`config.mk`:
```
export PLATFORM = sky130hd
export DESIGN_NAME = alu_wrapper
export DESIGN_NICKNAME = d
export VERILOG_FILES = /design/src/rtl/alu_wrapper.sv
export SDC_FILE = /design/constraint.sdc
export NUM_CORES = 1
export LEC_CHECK = 0
export CORE_MARGIN = 2
export CORE_UTILIZATION = 40
export CTS_CLUSTER_SIZE = 12
export DETAILED_ROUTE_END_ITERATION = 8
export PLACE_DENSITY = 0.63
export SLEW_MARGIN = 0
export SYNTH_ARGS = -nofsm -noshare
export SYNTH_HDL_FRONTEND = slang
export SYNTH_SLANG_ARGS = --single-unit
```
`constraint.sdc`:
```
create_clock -name clk -period 7.8 [get_ports clk]
set_clock_uncertainty 0.15 [all_clocks]
set_input_delay 0.78 -clock clk [delete_from_list [all_inputs] [get_ports clk]]
set_output_delay 0.78 -clock clk [all_outputs]
set_load 0.03 [all_outputs]
```
`src/rtl/alu_wrapper.sv`:
```
// Self-stimulating 8-bit ALU harness: an 8-entry program ROM is walked by a
// beat sequencer and every instruction is streamed as a tagged 5-beat frame
// (operand A, operand B, opcode, result, flags) on data_out/data_type.
module alu_wrapper #(
  parameter bit LOOP = 1'b1
) (
  input  logic              clk,
  input  logic              rst,
  output logic signed [7:0] data_out,
  output logic        [2:0] data_type
);

  // Beat encodings double as the data_type tag values.
  localparam logic [2:0] BEAT_IDLE = 3'd0;
  localparam logic [2:0] BEAT_A    = 3'd1;
  localparam logic [2:0] BEAT_B    = 3'd2;
  localparam logic [2:0] BEAT_OP   = 3'd3;
  localparam logic [2:0] BEAT_RES  = 3'd4;
  localparam logic [2:0] BEAT_FLG  = 3'd5;

  localparam logic [2:0] OP_ADD = 3'd0;
  localparam logic [2:0] OP_SUB = 3'd1;
  localparam logic [2:0] OP_AND = 3'd2;
  localparam logic [2:0] OP_OR  = 3'd3;
  localparam logic [2:0] OP_XOR = 3'd4;
  localparam logic [2:0] OP_NOT = 3'd5;
  localparam logic [2:0] OP_SHL = 3'd6;
  localparam logic [2:0] OP_ASR = 3'd7;

  logic [2:0] entry_q, entry_d;
  logic [2:0] beat_q, beat_d;
  logic       done_q, done_d;
  logic [7:0] data_out_q, data_out_d;

  logic [2:0] rom_op;
  logic [7:0] rom_a, rom_b;
  logic [7:0] alu_res;
  logic       alu_c, alu_v;
  logic [8:0] sum9, diff9;
  logic [7:0] flags;

  // Next beat/entry; done_d latches the terminal idle state when not looping.
  always_comb begin
    entry_d = entry_q;
    beat_d  = beat_q;
    done_d  = done_q;
    if (!done_q) begin
      if (beat_q == BEAT_IDLE) begin
        beat_d = BEAT_A;
      end else if (beat_q == BEAT_FLG) begin
        if (entry_q == 3'd7 && !LOOP) begin
          beat_d  = BEAT_IDLE;
          entry_d = '0;
          done_d  = 1'b1;
        end else begin
          beat_d  = BEAT_A;
          entry_d = entry_q + 3'd1;
        end
      end else begin
        beat_d = beat_q + 3'd1;
      end
    end
  end

  // Program ROM, addressed by the upcoming entry so the output register
  // captures the payload of the beat being entered.
  always_comb begin
    rom_op = OP_ADD;
    rom_a  = '0;
    rom_b  = '0;
    case (entry_d)
      3'd0: begin rom_op = OP_ADD; rom_a = 8'h64; rom_b = 8'h32; end
      3'd1: begin rom_op = OP_SUB; rom_a = 8'h0A; rom_b = 8'h14; end
      3'd2: begin rom_op = OP_AND; rom_a = 8'hF0; rom_b = 8'h3C; end
      3'd3: begin rom_op = OP_OR;  rom_a = 8'hF0; rom_b = 8'h0F; end
      3'd4: begin rom_op = OP_XOR; rom_a = 8'hAA; rom_b = 8'hAA; end
      3'd5: begin rom_op = OP_NOT; rom_a = 8'h5A; rom_b = 8'h00; end
      3'd6: begin rom_op = OP_SHL; rom_a = 8'h81; rom_b = 8'h00; end
      default: begin rom_op = OP_ASR; rom_a = 8'h80; rom_b = 8'h00; end
    endcase
  end

  assign sum9  = {1'b0, rom_a} + {1'b0, rom_b};
  assign diff9 = {1'b0, rom_a} - {1'b0, rom_b};

  // ALU: result plus carry/borrow and signed overflow.
  always_comb begin
    alu_res = '0;
    alu_c   = 1'b0;
    alu_v   = 1'b0;
    case (rom_op)
      OP_ADD: begin
        alu_res = sum9[7:0];
        alu_c   = sum9[8];
        alu_v   = (rom_a[7] == rom_b[7]) && (sum9[7] != rom_a[7]);
      end
      OP_SUB: begin
        alu_res = diff9[7:0];
        alu_c   = diff9[8];
        alu_v   = (rom_a[7] != rom_b[7]) && (diff9[7] != rom_a[7]);
      end
      OP_AND: alu_res = rom_a & rom_b;
      OP_OR:  alu_res = rom_a | rom_b;
      OP_XOR: alu_res = rom_a ^ rom_b;
      OP_NOT: alu_res = ~rom_a;
      OP_SHL: begin
        alu_res = {rom_a[6:0], 1'b0};
        alu_c   = rom_a[7];
      end
      default: begin
        alu_res = {rom_a[7], rom_a[7:1]};
        alu_c   = rom_a[0];
      end
    endcase
  end

  assign flags = {4'b0000, alu_res[7], (alu_res == 8'h00), alu_c, alu_v};

  // Beat payload selection.
  always_comb begin
    data_out_d = '0;
    case (beat_d)
      BEAT_A:   data_out_d = rom_a;
      BEAT_B:   data_out_d = rom_b;
      BEAT_OP:  data_out_d = {5'b00000, rom_op};
      BEAT_RES: data_out_d = alu_res;
      BEAT_FLG: data_out_d = flags;
      default:  data_out_d = '0;
    endcase
  end

  // State and output registers with synchronous reset.
  always_ff @(posedge clk) begin
    if (rst) begin
      entry_q    <= '0;
      beat_q     <= BEAT_IDLE;
      done_q     <= 1'b0;
      data_out_q <= '0;
    end else begin
      entry_q    <= entry_d;
      beat_q     <= beat_d;
      done_q     <= done_d;
      data_out_q <= data_out_d;
    end
  end

  assign data_out  = data_out_q;
  assign data_type = beat_q;

endmodule

```
==> impl_metrics.py <==
metrics = {
    "global_routing": {
        "grt_pass1_vias": 1604,
        "grt_max_degree": 30,
        "grt.total_usage_pct": 19.99,
        "grt_pass1_wl_um": 7983,
        "antenna_found_initial": 0,
        "gr-total-overflow": 0,
    },
    "timing": {
        "setup_viol": 0,
        "timing.fmax_mhz": 230.4,
        "hold_viol_final": 0,
        "fin_crit_sh_pct": 55.65,
        "drv_slew": 0,
        "rsz0062_at_grt": "no",
        "relSlewSlack_pct": 32.31,
        "tightest_slew_ns": 1.008,
        "fin_crit_ns": 4.341,
        "holdWs_ns": 0.6153,
        "fin_setup_tns_ns": 0,
    },
    "critical_path": {
        "worst_path_max_delay_cell": "dfxtp_1",
        "cpPeakStageDelay_ns": 0.92,
        "rr_worst_depth": 9,
        "path_depth": 9,
        "crit_chain": "nand3b_4 -> xor2_1 -> a21oi_1 -> fa_1 -> mux2_1 -> a21oi_1 -> a211oi_1 -> o31ai_1 -> o41ai_2",
        "endpoint_kind": "flop",
        "path_buf_inv": 0,
        "cpMostUsedCell": "a21oi_1",
        "cp_max_fo": 29,
        "cp-start-kind": "flop",
        "critical_path_required_ns": 7.76,
        "r2r_end": "data_out[2]",
        "critPathTopFamily": "compound AO/OA/AOI/OAI gates",
        "endpoint": "data_out[2]",
        "r2r-start": "data_type[0]",
        "cp.arrival_ns": 4.30,
        "criticalPathCategory": "flop to flop",
        "startpoint": "data_type[0]",
        "r2r_setup_slack_ns": 3.46,
    },
    "logic_synthesis": {
        "netlist_area_um2": 1744,
        "yosysWarnings": 0,
        "yosysSeqAreaShare_pct": 16.07,
        "syn_inst": 243,
        "syn_nets": 264,
        "synth-seq-cells": 14,
        "syn_area_per_cell_um2": 7.178,
        "async_reset_ff_share_pct": 0,
        "synth_edf_count": 0,
        "synth_top_flop_cell": "dfxtp_1",
        "yosysUniqueCellTypes": 55,
    },
    "clock_tree": {
        "cts_resized": 0,
        "postCtsSetupRepairBufs": 0,
        "clk_pin_slew_ns": 0.06,
        "cts_buffers": 3,
        "clockBufferDepth": 2,
        "cts.sinks": 14,
        "postCtsHoldBufs": 0,
        "htree_levels": 1,
        "worstSkewPairLatency_ns": 0.25,
        "cts_root_buf": "clkbuf_8",
        "cts_tree": "done",
    },
    "floorplan": {
        "core_area_um2": 4264,
        "die_h_um": 70.04,
        "start_util_pct": 40.90,
        "rows": 24,
        "die_x_um": 70.04,
        "die_area_um2": 4905,
        "io_pins": 13,
    },
    "detailed_routing": {
        "viasPerCell": 5.966,
        "routed_wl_um": 4647,
        "drcViolationCount": 0,
        "wire_per_inst_um": 15.65,
        "drt_iter0_markers": 168,
        "dr.pass1.iters": 5,
        "via_count": 1772,
        "ant_nets": 0,
    },
    "layout": {
        "area_growth_pct": 10.47,
        "drive_above_1_share_pct": 6.531,
        "n_antenna_cell": 0,
        "final.fill_count": 441,
        "fin_nets": 267,
    },
    "power": {
        "clockPowerShare_pct": 32.8,
        "power_density_nw_per_um2": 110.1,
        "p_leak_nw": 0.8244,
        "intPower_w": 0.0001456,
        "p_sw_w": 0.00006664,
        "combPwrFrac_pct": 27.6,
        "p_seq_share_pct": 39.5,
        "finalPower_w": 0.0002122,
        "p_sw_share_pct": 31.40,
        "irDropWorstVdd_uv": 124.1,
    },
    "hold_path": {
        "hold_class": "flop to flop",
    },
    "place": {
        "gp_congestion": 0.8988,
        "dp_hpwl_um": 3465,
        "io_buffers": 12,
    },
    "run_status": {
        "outcome": "finished, final reports clean",
    },
    "job": {
        "drv_cap": 0,
    },
}
sequential cells by signal, indices dropped and copies added, names as in the netlist:
name       count
entry_q        3
data_type      3
data_out       8
cells in the final DEF (no fill, tap or decap), types with 4 or more instances in the layout:
cell type / netlist / routed
a21oi_1: 15 / 15
a31oi_1: 8 / 8
buf_4: 2 / 4
clkbuf_8: 0 / 4
clkdlybuf4s50_1: 0 / 12
dfxtp_1: 14 / 14
ha_1: 18 / 18
inv_1: 15 / 15
mux2i_1: 5 / 5
nand2_1: 22 / 22
nand2b_1: 7 / 7
nand3_1: 4 / 4
nor2_1: 30 / 30
nor3_1: 6 / 6
o21ai_0: 13 / 13
o21ai_1: 7 / 7
xnor2_1: 4 / 4
power by group through the flow:
stage                     sequential (W)  clock [W]  combinational, W
after floorplan                0.0000884          0         0.0000378
after global placement         0.0000854          0         0.0000584
after detailed placement       0.0000853          0         0.0000582
after CTS                      0.0000838  0.0000713         0.0000585
after global routing           0.0000851  0.0000747         0.0000640
final                          0.0000839  0.0000697         0.0000586
worst min path at each step:
stage                           from     endpoint  slack (ns)  cells past startpoint
after floorplan           entry_q[1]  data_out[5]        0.47                      4
after global placement    entry_q[1]  data_out[5]        0.62                      4
after detailed placement  entry_q[1]  data_out[5]        0.61                      4
after CTS                 entry_q[1]  data_out[5]        0.61                      4
after global routing      entry_q[1]  data_out[5]        0.68                      4
final                     entry_q[1]  data_out[5]        0.62                      4
per-layer routing:
layer  track usage (%)  wire (um)  vias up
met5                 0          0        -
met4             3.205         49        0
met3             3.463        374        6
met2             31.43       2103       76
met1             29.09       2119      815
li1                  -          -      875
cell usage after synthesis (2+ instances only):
library cell | instances | area, um2
a211oi_1 | 3 | 22.52
a21o_1 | 2 | 15.01
a21oi_1 | 15 | 75.07
a31oi_1 | 8 | 50.05
buf_2 | 4 | 20.02
buf_4 | 2 | 15.01
clkbuf_1 | 10 | 37.54
dfxtp_1 | 14 | 280.3
ha_1 | 18 | 225.2
inv_1 | 15 | 56.30
inv_2 | 2 | 7.510
mux2_2 | 2 | 22.52
mux2_4 | 2 | 30.03
mux2i_1 | 5 | 50.05
nand2_1 | 22 | 82.58
nand2b_1 | 7 | 43.79
nand3_1 | 4 | 20.02
nor2_1 | 30 | 112.6
nor2b_1 | 3 | 18.77
nor3_1 | 6 | 30.03
nor4_1 | 2 | 12.51
o211ai_1 | 3 | 22.52
o21a_1 | 2 | 15.01
o21ai_0 | 13 | 65.06
o21ai_1 | 7 | 35.03
o22ai_1 | 2 | 12.51
o2bb2ai_1 | 3 | 26.28
o311ai_1 | 2 | 17.52
o31ai_1 | 2 | 15.01
o32ai_1 | 2 | 17.52
or3_1 | 2 | 12.51
xnor2_1 | 4 | 35.03
xor2_1 | 3 | 26.28
tightest hold or removal path: stages, from the launching register on:
cell and delay, ns:
dfxtp_1 0.40, inv_1 0.11, a21oi_1 0.06, o2111ai_1 0.10, nor2_1 0.05
through the flow:
stage	util [%]	instances	cell area (um2)	worst slack, ns
floorplan	-	243	1744	4.401
global route	45.19	297	1927	3.002
finish	45.19	297	1927	3.459
global placement	43.90	293	1872	3.525
CTS	45.19	297	1927	3.485
detailed placement	43.90	293	1872	3.528
final cells by class:
class                      instances  area (um2)  share of cell area (%)
multi-input combinational        194        1313                   68.12
sequential                        14       280.3                   14.55
timing repair buffer              16       150.1                   7.792
tap                               52       65.06                   3.377
inverter                          17       63.81                   3.312
clock buffer                       4       55.05                   2.857
cell families after synthesis:
logic type | share of synthesized area [%]
flip-flops | 16.07
XOR/XNOR | 3.515
multiplexers | 6.528
AND/OR/NAND/NOR | 23.24
buffers and inverters | 8.680
adder cells (fa/ha/maj) | 14.06
AO/OA/AOI/OAI | 27.91
(Power assumes the default switching activity.)
